$ cat src/rtl/dcm_prog_ctrl_if.sv
// rtl/dcm_prog_ctrl_if.sv - operator button and divider-programming signal bundle
// Signals:
//   btn_inc, btn_dec, btn_apply : raw active-high push-buttons, asynchronous to clk
//   prog_out                    : committed divider selection
//   update                      : one-cycle commit strobe, aligned with prog_out
//   prog_pending                : staged selection for display
//   dirty                       : staged selection differs from committed one
// master drives the buttons (operator side), slave is the controller.
interface dcm_prog_if;
    logic       btn_inc;
    logic       btn_dec;
    logic       btn_apply;
    logic [2:0] prog_out;
    logic       update;
    logic [2:0] prog_pending;
    logic       dirty;

    modport master (
        output btn_inc, btn_dec, btn_apply,
        input  prog_out, update, prog_pending, dirty
    );

    modport slave (
        input  btn_inc, btn_dec, btn_apply,
        output prog_out, update, prog_pending, dirty
    );
endinterface

$ cat src/rtl/dcm_prog_ctrl.sv
// rtl/dcm_prog_ctrl.sv - debounced push-button stage that stages and commits a 3-bit divider selection
// Ports:
//   clk : system clock, rising edge
//   rst : asynchronous active-low reset
//   bus : dcm_prog_if.slave (raw buttons in; prog_out/update/prog_pending/dirty out)
// Parameters:
//   DEBOUNCE_CYCLES : cycles a synchronized level must hold before it is accepted (1..65535)
//   RESET_PROG      : reset value of staged and committed selections
module dcm_prog_ctrl #(
    parameter int unsigned DEBOUNCE_CYCLES = 4,
    parameter logic [2:0]  RESET_PROG      = 3'd0
) (
    input  logic       clk,
    input  logic       rst,
    dcm_prog_if.slave  bus
);
    localparam logic [15:0] DB_LIMIT = 16'(DEBOUNCE_CYCLES);

    // Button index: 0 = inc, 1 = dec, 2 = apply
    logic [2:0]  raw;
    logic [2:0]  sync1;
    logic [2:0]  sync2;
    logic [2:0]  db;
    logic [2:0]  ev;
    logic [15:0] cnt [3];

    logic [2:0]  pend;
    logic [2:0]  committed;
    logic        upd_q;
    logic        dirty_q;
    logic [2:0]  pend_next;
    logic [2:0]  committed_next;

    assign raw = {bus.btn_apply, bus.btn_dec, bus.btn_inc};

    // Apply captures the staged value as it stood before any same-cycle inc/dec.
    always_comb begin
        pend_next      = pend;
        committed_next = committed;
        if (ev[0] && !ev[1] && pend != 3'd7) begin
            pend_next = pend + 3'd1;
        end else if (ev[1] && !ev[0] && pend != 3'd0) begin
            pend_next = pend - 3'd1;
        end
        if (ev[2]) begin
            committed_next = pend;
        end
    end

    always_ff @(posedge clk or negedge rst) begin
        if (!rst) begin
            sync1     <= '0;
            sync2     <= '0;
            db        <= '0;
            ev        <= '0;
            for (int i = 0; i < 3; i++) begin
                cnt[i] <= '0;
            end
            pend      <= RESET_PROG;
            committed <= RESET_PROG;
            upd_q     <= 1'b0;
            dirty_q   <= 1'b0;
        end else begin
            sync1 <= raw;
            sync2 <= sync1;
            ev    <= '0;
            for (int i = 0; i < 3; i++) begin
                if (sync2[i] == db[i]) begin
                    cnt[i] <= '0;
                end else if (cnt[i] == DB_LIMIT - 16'd1) begin
                    // Level held long enough: accept it; a rising acceptance is a press event.
                    db[i]  <= sync2[i];
                    cnt[i] <= '0;
                    ev[i]  <= sync2[i];
                end else begin
                    cnt[i] <= cnt[i] + 16'd1;
                end
            end
            pend      <= pend_next;
            committed <= committed_next;
            upd_q     <= ev[2];
            dirty_q   <= (pend_next != committed_next);
        end
    end

    assign bus.prog_out     = committed;
    assign bus.update       = upd_q;
    assign bus.prog_pending = pend;
    assign bus.dirty        = dirty_q;
endmodule

$ cat src/flat_wrapper.sv
// flat-port wrapper written by rule: the top's interface ports become plain ports
module dcm_prog_ctrl_flat 
#(
    parameter int unsigned DEBOUNCE_CYCLES = 4,
    parameter logic [2:0]  RESET_PROG      = 3'd0
)
  (clk, rst, bus_btn_inc, bus_btn_dec, bus_btn_apply, bus_prog_out, bus_update, bus_prog_pending, bus_dirty);
  dcm_prog_if bus_i ();
  input  logic clk;
  input  logic rst;
  input wire logic [$bits(bus_i.btn_inc)-1:0] bus_btn_inc;
  input wire logic [$bits(bus_i.btn_dec)-1:0] bus_btn_dec;
  input wire logic [$bits(bus_i.btn_apply)-1:0] bus_btn_apply;
  output wire logic [$bits(bus_i.prog_out)-1:0] bus_prog_out;
  output wire logic [$bits(bus_i.update)-1:0] bus_update;
  output wire logic [$bits(bus_i.prog_pending)-1:0] bus_prog_pending;
  output wire logic [$bits(bus_i.dirty)-1:0] bus_dirty;
  assign bus_i.btn_inc = bus_btn_inc;
  assign bus_i.btn_dec = bus_btn_dec;
  assign bus_i.btn_apply = bus_btn_apply;
  assign bus_prog_out = bus_i.prog_out;
  assign bus_update = bus_i.update;
  assign bus_prog_pending = bus_i.prog_pending;
  assign bus_dirty = bus_i.dirty;
  dcm_prog_ctrl #(.DEBOUNCE_CYCLES(DEBOUNCE_CYCLES), .RESET_PROG(RESET_PROG)) u_core (.clk(clk), .rst(rst), .bus(bus_i));
endmodule
$ cat config.mk
export PLATFORM = sky130hd
export DESIGN_NAME = dcm_prog_ctrl_flat
export DESIGN_NICKNAME = d
export VERILOG_FILES = /design/src/rtl/dcm_prog_ctrl_if.sv /design/src/rtl/dcm_prog_ctrl.sv /design/src/flat_wrapper.sv
export SDC_FILE = /design/constraint.sdc
export NUM_CORES = 1
export LEC_CHECK = 0
export ABC_AREA = 1
export CAP_MARGIN = 20
export CORE_ASPECT_RATIO = 1.1
export CORE_MARGIN = 5
export CORE_UTILIZATION = 52
export DETAILED_ROUTE_END_ITERATION = 12
export PLACE_DENSITY = 0.68
export SLEW_MARGIN = 25
export SYNTH_ARGS = -nofsm -noshare
export SYNTH_HDL_FRONTEND = slang
export SYNTH_SLANG_ARGS = --single-unit
$ cat constraint.sdc
create_clock -name clk -period 1.9 [get_ports clk]
set_input_delay 0.19 -clock clk [delete_from_list [all_inputs] [get_ports clk]]
set_output_delay 0.19 -clock clk [all_outputs]
set_load 0.005 [all_outputs]
Word level (Yosys, flattened, before mapping)
Cells that the tools add are included.
{ "totals": {"output_inout_bits": 8, "ff_bits": 68, "elab_cells": 54} }
{ "classes": {"n_eq_ne": 8, "n_addsub": 5, "n_mux": 15, "bitwise": 3, "n_reduce_logical": 10} }
{ "ops": {"columns": ["cell", "n"], "rows": [
  ["2-to-1 mux 16 bit", 6],
  ["adder 16 x 1 -> 16 bit, second input constant", 3],
  ["equality test 16 x 2 -> 1 bit, second input constant", 3],
  ["2-to-1 mux 3 bit", 3],
  ["2-to-1 mux 1 bit", 6],
  ["AND reduction 2 bit", 3],
  ["logical AND 1 bit", 4],
  ["adder 3 x 1 -> 3 bit, second input constant", 1],
  ["equality test 1 bit", 3],
  ["!= test 3 bit", 1],
  ["!= test 3 bit, second input constant", 1],
  ["inverter 1 bit", 3],
  ["nonzero test 3 bit", 1],
  ["subtractor 3 x 1 -> 3 bit, second input constant", 1],
  ["zero test 1 bit", 2]
]} }

Depth between registers and ports, before layout
Gate-level depths: netlist (run 1).
{ "depth": {"word_depth": 6, "depth_mapped": 11} }

Worst setup path after synthesis (run 1)
OpenSTA, ideal clock, no wires.
{ "synth_timing": {"path_kind": "flip-flop to flip-flop", "start": "register u_core.pend[0], in the netlist u_core.bus.prog_pending[0]", "end": "register u_core.dirty_q, in the netlist u_core.bus.dirty", "path_buffers": 0, "t_arrival_ps": 1459, "setup_slack_ps": 317, "synth_period_minus_slack_ps": 1583, "stages_incl_launch_ff": 9, "path_cell_list": "dfrtp_1 ha_1 ha_1 nand3b_1 or2_1 nand2_1 nand2_1 nand2_1 nand3_1"} }
{ "synth_between": {"elab_chain_len": 5} }
{ "synth_lines": {"columns": ["item", "line_no", "source"], "rows": [
  ["start: declaration", "dcm_prog_ctrl.sv:27", "logic [2:0] pend;"],
  ["start signal: assignment", "dcm_prog_ctrl.sv:79", "pend <= pend_next;"],
  ["branches (longest 4 deep; another with subtractor 3 x 1 -> 3 bit)", null, null],
  ["!= test 3 bit *", "dcm_prog_ctrl.sv:82", "dirty_q <= (pend_next != committed_next);"],
  ["end signal: assignment", "dcm_prog_ctrl.sv:82", null],
  ["end: declaration", "dcm_prog_ctrl.sv:30", "logic dirty_q;"]
]} }
Mark *: on every way between the ends.
A chain may end at the register's enable or synchronous reset.

Worst setup path after layout (run 1)
Same ends and word-level chain as after synthesis.

==> flow_summary.yaml, run 1 <==
floorplan:
  full_die_area_sq_mm: 0.00846
  chipHeight_um: 96.0
  rows: 31
  fp.dieW_um: 88.2
  coreArea_sq_mm: 0.00656
  start_util_pct: 53.3
  num_io_pins: 13
critical_path:
  cp_top_family: "simple AND/OR/NAND/NOR gates"
  setup.worst_path.end_class: "flop"
  timing.reg2reg.worst_path_depth: 8
  cp_num_cells: 8
  data_required_time_of_the_critical_path_ps: 2130
  worstPathCellList: "ha_1 > ha_1 > nand3b_1 > or2_1 > nand2_1 > nand2_1 > nand2_1 > nand3_1"
  worstSetupPathType: "reg -> reg"
  critical_path_arrival_ps: 1920
  cp_max_fo: 6
  cp_slowest_stage_delay_ps: 420
  cp_num_buf_inv: 0
  critical-path-slowest-cell: "sky130_fd_sc_hd__dfrtp_1"
  crit_top_cell: "sky130_fd_sc_hd__nand2_1"
  start_kind: "flop"
pwr:
  power_switching_w: 0.00132
  share_of_power_burned_in_combinational_logic_pct: 23.1
  power_switching_share_pct: 31.5
  clockPowerShare_pct: 34.1
  power_density_mw_per_mm2: 1050
  finalPower_w: 0.00419
  leakagePower_nw: 1.82
  internal_power_w: 0.00287
  ir_drop_v: 0.000666
  seqPwrFrac_pct: 42.8
timing:
  worst-slew-pin-transition_ps: 405
  timing.fmax_mhz: 593
  final-max-slew-violation-count: 0
  period_share_pct: 88.8
  post-route-min-period_ps: 1690
  setup_viol_count_final: 0
  final-hold-violation-count: 0
  rsz0062_at_grt: "false"
  slew_headroom_pct: 73.0
  finalClockSkew_ps: 8.34
  fin_tns_setup_ps: 0
flow_run:
  max-cap-violations: 0
logic_synthesis:
  synthDominantCellAreaShare_pct: 48.7
  synth-warning-count: 0
  syn-instance-count: 421
  synth_seq_area_share_pct: 48.7
  synth_seq_cells: 68
  synthDistinctLibCells: 30
  postSynth.asyncResetShare_pct: 100
  number_of_synthesized_flops_with_an_enable_pin: 0
  syn-num-nets: 433
  synthesis.area_per_instance_sq_um: 8.30
  synth_top_cells_by_area: "sky130_fd_sc_hd__dfrtp_1 (49%), sky130_fd_sc_hd__nand2_1 (8.2%), sky130_fd_sc_hd__nor2_1 (7.7%)"
  synth_flop_cell: "sky130_fd_sc_hd__dfrtp_1"
  yosysTopAreaCell: "sky130_fd_sc_hd__dfrtp_1"
  synth.cell_area_sq_mm: 0.00349
layout:
  synthToLayoutAreaGrowth_pct: 13.9
  regArea_sq_mm: 0.00170
  n_antenna_cell: 0
  final_nets: 457
  layout_cells_sized_above_1_pct: 11.1
  fillers: 560
  multi_input_comb_area_sq_mm: 0.00155
global_route:
  grt_pass1_wl_um: 11500
  grt-ovfl-total: 0
  first_global_vias: 2550
  groute.usage.overall_pct: 17.3
  antenna_found_initial: 0
  grt_start_max_net_pins: 54
routing:
  drt-pass1-iter-count: 5
  detail_route.wl_per_cell_um: 12.2
  route.final.wire_length_um: 6490
  detailed_route_via_count: 2712
  number_of_routed_nets_with_antenna_violations: 0
  post_drt_via_cell_ratio: 5.10
  total_drc_errors_in_the_routed_layout: 0
  drtIter0Drc: 100
cts:
  cts-root-to-sink-buffers: 2
  tritoncts_clock_tree: "yes"
  cts_post_setup_buffers_inserted: 0
  clock_insertion_delay_worst_skew_ps: 340
  ctsResizeCount: 0
  clk_pin_slew_worst_paths_ps: 70
  htreeDepth: 3
  ctsRootBufferMaster: "sky130_fd_sc_hd__clkbuf_8"
  cts_made_buffers: 9
  count_of_clock_tree_sinks: 68
hold_path:
  min_delay_path_depth: 1
  hp-class: "in -> reg"
placed_design:
  hpwlAfterDp_um: 4620
  gp_congestion: 0.821
  place.port_buffers: 12
outcome:
  outcome: "finished, final reports clean"
-- power groups by stage --
stage          registers [W]  clock network [W]  logic, W
6_report             0.00179            0.00143  0.000968
4_1_cts              0.00179            0.00146  0.000987
2_1_floorplan        0.00180                  0  0.000642
5_1_grt              0.00183            0.00152   0.00113
3_3_place_gp         0.00181                  0  0.000962
3_5_place_dp         0.00182                  0  0.000980
-- metal layers --
| metal | share of wire, % | track usage (%) | up-vias | wire length [um] |
|---|---|---|---|---|
| met5 | 0 | 0 | - | 0 |
| met4 | 1.3 | 7.05 | 0 | 85 |
| li1 | - | - | 1393 | - |
| met1 | 48 | 23.2 | 1264 | 3080 |
| met3 | 3.7 | 2.91 | 6 | 242 |
| met2 | 47 | 27.8 | 49 | 3080 |
-- cells in the final DEF (no fill, tap or decap), types with 3 or more instances in the layout --
| cell | instances |
|---|---|
| sky130_fd_sc_hd__xnor2_1 | 3 |
| sky130_fd_sc_hd__nor3b_1 | 7 |
| sky130_fd_sc_hd__nor3b_2 | 5 |
| sky130_fd_sc_hd__nand3_2 | 4 |
| sky130_fd_sc_hd__o21ai_1 | 3 |
| sky130_fd_sc_hd__ha_1 | 7 |
| sky130_fd_sc_hd__clkbuf_8 | 9 |
| sky130_fd_sc_hd__dfrtp_1 | 68 |
| sky130_fd_sc_hd__a21oi_1 | 8 |
| sky130_fd_sc_hd__nor3_2 | 6 |
| sky130_fd_sc_hd__nor3_1 | 13 |
| sky130_fd_sc_hd__nand2_1 | 76 |
| sky130_fd_sc_hd__xor2_1 | 10 |
| sky130_fd_sc_hd__nor2_1 | 72 |
| sky130_fd_sc_hd__bufinv_16 | 3 |
| sky130_fd_sc_hd__clkdlybuf4s50_1 | 11 |
| sky130_fd_sc_hd__inv_1 | 57 |
| sky130_fd_sc_hd__inv_2 | 5 |
| sky130_fd_sc_hd__nand4_1 | 13 |
| sky130_fd_sc_hd__nand3_1 | 39 |
| sky130_fd_sc_hd__nor2_2 | 3 |
| sky130_fd_sc_hd__o21ai_0 | 4 |
| sky130_fd_sc_hd__nand2_2 | 5 |
-- cell usage after synthesis (3+ instances only) --
library cell,number
sky130_fd_sc_hd__a21oi_1,8
sky130_fd_sc_hd__dfrtp_1,68
sky130_fd_sc_hd__ha_1,7
sky130_fd_sc_hd__inv_1,57
sky130_fd_sc_hd__inv_2,5
sky130_fd_sc_hd__nand2_1,76
sky130_fd_sc_hd__nand2_2,5
sky130_fd_sc_hd__nand3_1,39
sky130_fd_sc_hd__nand3_2,4
sky130_fd_sc_hd__nand4_1,13
sky130_fd_sc_hd__nor2_1,72
sky130_fd_sc_hd__nor2_2,3
sky130_fd_sc_hd__nor3_1,13
sky130_fd_sc_hd__nor3_2,6
sky130_fd_sc_hd__nor3b_1,7
sky130_fd_sc_hd__nor3b_2,5
sky130_fd_sc_hd__o21ai_0,4
sky130_fd_sc_hd__o21ai_1,3
sky130_fd_sc_hd__xnor2_1,3
sky130_fd_sc_hd__xor2_1,10
-- through the flow --
step	cell area (sq um)	hold WS [ps]	cells	utilization [%]	worst slack, ps
6_report	3980	286	532	60.7	212
5_1_grt	3980	277	532	60.7	71.2
4_1_cts	3980	284	532	60.7	207
3_5_place_dp	3730	144	515	56.9	223
3_3_place_gp	3730	133	515	56.9	258
2_1_floorplan	3490	-106	421	-	317
-- registers in the layout, indices dropped and copies added (netlist names) --
signal and cells:
u_core.cnt 48, u_core.sync1 3, u_core.bus.dirty 1, u_core.bus.update 1
u_core.bus.prog_out 3, u_core.bus.prog_pending 3, u_core.db 3, u_core.ev 3
u_core.sync2 3
-- cell families after synthesis --
group	count (synthesis)	synth area share, %
and+or+nand+nor	252	36.1
adders and majority gates	7	2.51
DFF	68	48.7
xor gates and xnor gates	13	3.26
buffers and inverters	64	6.88
AOI/OAI and AO/OA	17	2.54
-- layout make-up --
| cell class | count | area share [%] |
|---|---|---|
| inverter | 63 | 5.95 |
| clock buffer | 10 | 3.21 |
| clock inverter | 6 | 2.83 |
| multi-input combinational | 289 | 39.0 |
| tap | 82 | 2.58 |
| timing repair buffer | 14 | 3.65 |
| sequential | 68 | 42.8 |
-- worst register-to-register path: stages, from the launching register on --
cell	delay [ps]
sky130_fd_sc_hd__dfrtp_1	420
sky130_fd_sc_hd__ha_1	220
sky130_fd_sc_hd__ha_1	160
sky130_fd_sc_hd__nand3b_1	250
sky130_fd_sc_hd__or2_1	270
sky130_fd_sc_hd__nand2_1	90
sky130_fd_sc_hd__nand2_1	50
sky130_fd_sc_hd__nand2_1	60
sky130_fd_sc_hd__nand3_1	60
-- what timing repair did --
| item | CTS | global route |
|---|---|---|
| endpoints found under the setup margin | 0 | 0 |
| hold buffers | 1 | 0 |
| endpoints found under the hold margin | 15 | 0 |
-- worst paths after layout --
check / startpoint / to / slack [ps]
hold / removal: bus_btn_apply / u_core.sync1[2]$_DFF_PN0_ / 290
max in group asynchronous: rst / u_core.cnt[42]$_DFF_PN0_ / 980
hold reg to reg: u_core.sync1[2]$_DFF_PN0_ / u_core.sync2[2]$_DFF_PN0_ / 350
min in group asynchronous: rst / u_core.bus.prog_out[0]$_DFF_PN0_ / 300
setup / recovery: u_core.bus.prog_pending[0]$_DFF_PN0_ / u_core.bus.dirty$_DFF_PN0_ / 210
setup reg to reg: u_core.bus.prog_pending[0]$_DFF_PN0_ / u_core.bus.dirty$_DFF_PN0_ / 210
No activity file was read; power rests on OpenSTA's default activity.
==> run 2, diff against run 1 <==
Settings changed: ABC_AREA 1 to unset.
==> flow_summary.yaml, run 2 <==
floorplan:
  coreArea_sq_mm: 0.00581
  rows: 29
  full_die_area_sq_mm: 0.00764
  fp.dieW_um: 83.8
  chipHeight_um: 91.2
  start_util_pct: 53.6
  num_io_pins: 13
layout:
  registers.top_by_ff_count: "u_core.cnt"
  final_nets: 321
  regArea_sq_mm: 0.00170
  mostFrequentLayoutCells: "sky130_fd_sc_hd__dfrtp_1 (68), sky130_fd_sc_hd__nor2_1 (50), sky130_fd_sc_hd__xor2_1 (26), sky130_fd_sc_hd__xnor2_1 (21), sky130_fd_sc_hd__nand3_1 (18)"
  synthToLayoutAreaGrowth_pct: 15.3
  largest_register_ff_count: 48
  multi_input_comb_area_sq_mm: 0.00140
  layout_cells_sized_above_1_pct: 13.4
  layout.cells.most_common: "sky130_fd_sc_hd__dfrtp_1"
  fillers: 503
  n_antenna_cell: 0
  final_cell_count_no_fill: 391
  stdcell_area_sq_mm: 0.00359
timing:
  worst-slew-pin-transition_ps: 406
  finalClockSkew_ps: 7.03
  timing.fmax_mhz: 534
  final-hold-violation-count: 0
  setup_viol_count_final: 0
  period_share_pct: 98.5
  post-route-min-period_ps: 1870
  rsz0062_at_grt: "true"
  slew_headroom_pct: 72.8
  final-max-slew-violation-count: 0
pwr:
  leakagePower_nw: 1.59
  power_density_mw_per_mm2: 1080
  clockPowerShare_pct: 27.7
  ir_drop_v: 0.000581
  power_switching_w: 0.00116
  internal_power_w: 0.00272
  share_of_power_burned_in_combinational_logic_pct: 26.4
  power_switching_share_pct: 29.8
  seqPwrFrac_pct: 45.8
critical_path:
  timing.rr.start: "u_core.bus.prog_pending[1]$_DFF_PN0_"
  start_kind: "flop"
  rr_endpoint: "u_core.bus.dirty$_DFF_PN0_"
  setup.reg_to_reg.worst_slack_ps: 30
  setup.worst_path.end_class: "flop"
  cp_top_family: "simple AND/OR/NAND/NOR gates"
  worstSetupPathType: "reg -> reg"
  data_required_time_of_the_critical_path_ps: 2110
  cp_num_buf_inv: 0
  critical-path-slowest-cell: "sky130_fd_sc_hd__or3b_4"
  timing.reg2reg.worst_path_depth: 7
  cp_slowest_stage_delay_ps: 430
  crit_top_cell: "sky130_fd_sc_hd__ha_2"
  worstPathCellList: "ha_2 > ha_2 > or3b_4 > a21boi_1 > xnor2_2 > xnor2_1 > nand3_1"
  critical_path_arrival_ps: 2080
  cp_max_fo: 5
hold_path:
  hp-class: "in -> reg"
  min_delay_path_depth: 1
  min_delay_worst_endpoint: "u_core.sync1[0]$_DFF_PN0_"
  worst_hold_startpoint: "bus_btn_inc"
global_route:
  grt-ovfl-total: 0
  first_global_vias: 2080
  grt_pass1_wl_um: 9470
  groute.usage.overall_pct: 15.2
  grt_start_max_net_pins: 69
  antenna_found_initial: 0
routing:
  detail_route.wl_per_cell_um: 12.9
  drt-pass1-iter-count: 4
  drtIter0Drc: 88
  post_drt_via_cell_ratio: 5.28
  detailed_route_via_count: 2066
  route.final.wire_length_um: 5060
  total_drc_errors_in_the_routed_layout: 0
  number_of_routed_nets_with_antenna_violations: 0
cts:
  cts_made_buffers: 9
  clk_pin_slew_worst_paths_ps: 60
  htreeDepth: 3
  cts-root-to-sink-buffers: 2
  clock_insertion_delay_worst_skew_ps: 330
  tritoncts_clock_tree: "yes"
  count_of_clock_tree_sinks: 68
  ctsRootBufferMaster: "sky130_fd_sc_hd__clkbuf_8"
logic_synthesis:
  synth-warning-count: 0
  synth.cell_area_sq_mm: 0.00311
  synthDistinctLibCells: 35
  synthDominantCellAreaShare_pct: 54.6
  synthMostInstantiatedCell: "sky130_fd_sc_hd__dfrtp_1"
  number_of_synthesized_flops_with_an_enable_pin: 0
  synthesis.area_per_instance_sq_um: 11.1
  synth_top_cells_by_area: "sky130_fd_sc_hd__dfrtp_1 (55%), sky130_fd_sc_hd__xor2_1 (7.3%), sky130_fd_sc_hd__nor2_1 (6.0%)"
  yosysTopAreaCell: "sky130_fd_sc_hd__dfrtp_1"
  syn-instance-count: 280
  syn-num-nets: 292
  synth_seq_area_share_pct: 54.6
  synth_seq_cells: 68
  postSynth.asyncResetShare_pct: 100
  synth_top_cells_by_count: "sky130_fd_sc_hd__dfrtp_1 (68), sky130_fd_sc_hd__nor2_1 (50), sky130_fd_sc_hd__xor2_1 (26), sky130_fd_sc_hd__xnor2_1 (21), sky130_fd_sc_hd__nand3_1 (18)"
  synth_flop_cell: "sky130_fd_sc_hd__dfrtp_1"
outcome:
  outcome: "finished, final reports clean"
flow_run:
  max-cap-violations: 0
placed_design:
  placedInstanceArea_sq_mm: 0.00338
  numPlacedInstances: 373
  gp_congestion: 0.804
  hpwlAfterDp_um: 3430
  place.port_buffers: 12
-- run 2: how the worst max path moves through the flow --
stage                     slack [ps]  depth (start not counted)                          to                            startpoint
after floorplan                   30                          7  u_core.bus.dirty$_DFF_PN0_  u_core.bus.prog_pending[0]$_DFF_PN0_
after global placement            50                          7  u_core.bus.dirty$_DFF_PN0_  u_core.bus.prog_pending[0]$_DFF_PN0_
after detailed placement         -10                          7  u_core.bus.dirty$_DFF_PN0_  u_core.bus.prog_pending[0]$_DFF_PN0_
after CTS                          3                          7  u_core.bus.dirty$_DFF_PN0_  u_core.bus.prog_pending[0]$_DFF_PN0_
after global routing             -50                          7  u_core.bus.dirty$_DFF_PN0_  u_core.bus.prog_pending[1]$_DFF_PN0_
final                             30                          7  u_core.bus.dirty$_DFF_PN0_  u_core.bus.prog_pending[1]$_DFF_PN0_
-- run 2: layer usage --
metal | global-route usage, % | wire length (um) | vias up
met5 | 0 | 0 | -
met4 | 6.70 | 81 | 0
met3 | 4.34 | 187 | 7
met2 | 23.2 | 2330 | 32
met1 | 20.4 | 2460 | 1004
li1 | - | - | 1023
-- run 2: power by group through the flow --
stage,Combinational [W],Clock (W),Sequential [W]
finish,0.00103,0.00108,0.00178
global route,0.00116,0.00118,0.00181
CTS,0.00101,0.00110,0.00178
detailed placement,0.00100,0,0.00181
global placement,0.000978,0,0.00179
floorplan,0.000590,0,0.00180
-- run 2: what timing repair did --
action	4_1_cts	5_1_grt
resized for setup	1	3
endpoints found under the setup margin	1	1
setup buffers	0	1
hold endpoints to repair	68	0
hold buffers	1	0
pin swaps	0	5
-- run 2: worst reg2reg max path, stage by stage, from the launching register on --
cell	delay [ps]
sky130_fd_sc_hd__dfrtp_1	380
sky130_fd_sc_hd__ha_2	190
sky130_fd_sc_hd__ha_2	170
sky130_fd_sc_hd__or3b_4	430
sky130_fd_sc_hd__a21boi_1	170
sky130_fd_sc_hd__xnor2_2	170
sky130_fd_sc_hd__xnor2_1	160
sky130_fd_sc_hd__nand3_1	90
-- run 2: through the flow --
stage          hold slack [ps]  TNS (ps)  util (%)  total power [W]  setup slack [ps]
2_1_floorplan             -106         0         -          0.00239              26.0
3_5_place_dp               236     -10.7      58.1          0.00281             -10.7
5_1_grt                    276     -50.7      61.9          0.00414             -50.7
6_report                   293         0      61.9          0.00388              29.0
3_3_place_gp               238         0      58.1          0.00277              50.2
4_1_cts                    278         0      61.6          0.00390              3.44
-- run 2: cells by family (layout without fill, tap and decap cells) --
group | Yosys count | count (layout) | share of synthesized area, %
DFF | 68 | 68 | 54.6
buffers and inverters | 8 | 42 | 1.08
adders and majority gates | 7 | 7 | 2.81
xor gates and xnor gates | 48 | 48 | 13.7
AOI/OAI and AO/OA | 8 | 8 | 1.81
muxes | 6 | 6 | 2.17
and+or+nand+nor | 135 | 135 | 23.7
-- run 2: final cells by class --
class / count / area share (%)
Clock inverter: 1 / 0.139
Clock buffer: 15 / 4.91
Tap cell: 77 / 2.68
Inverter: 5 / 0.522
Multi-Input combinational cell: 204 / 38.9
Sequential cell: 68 / 47.4
Timing Repair Buffer: 21 / 5.50
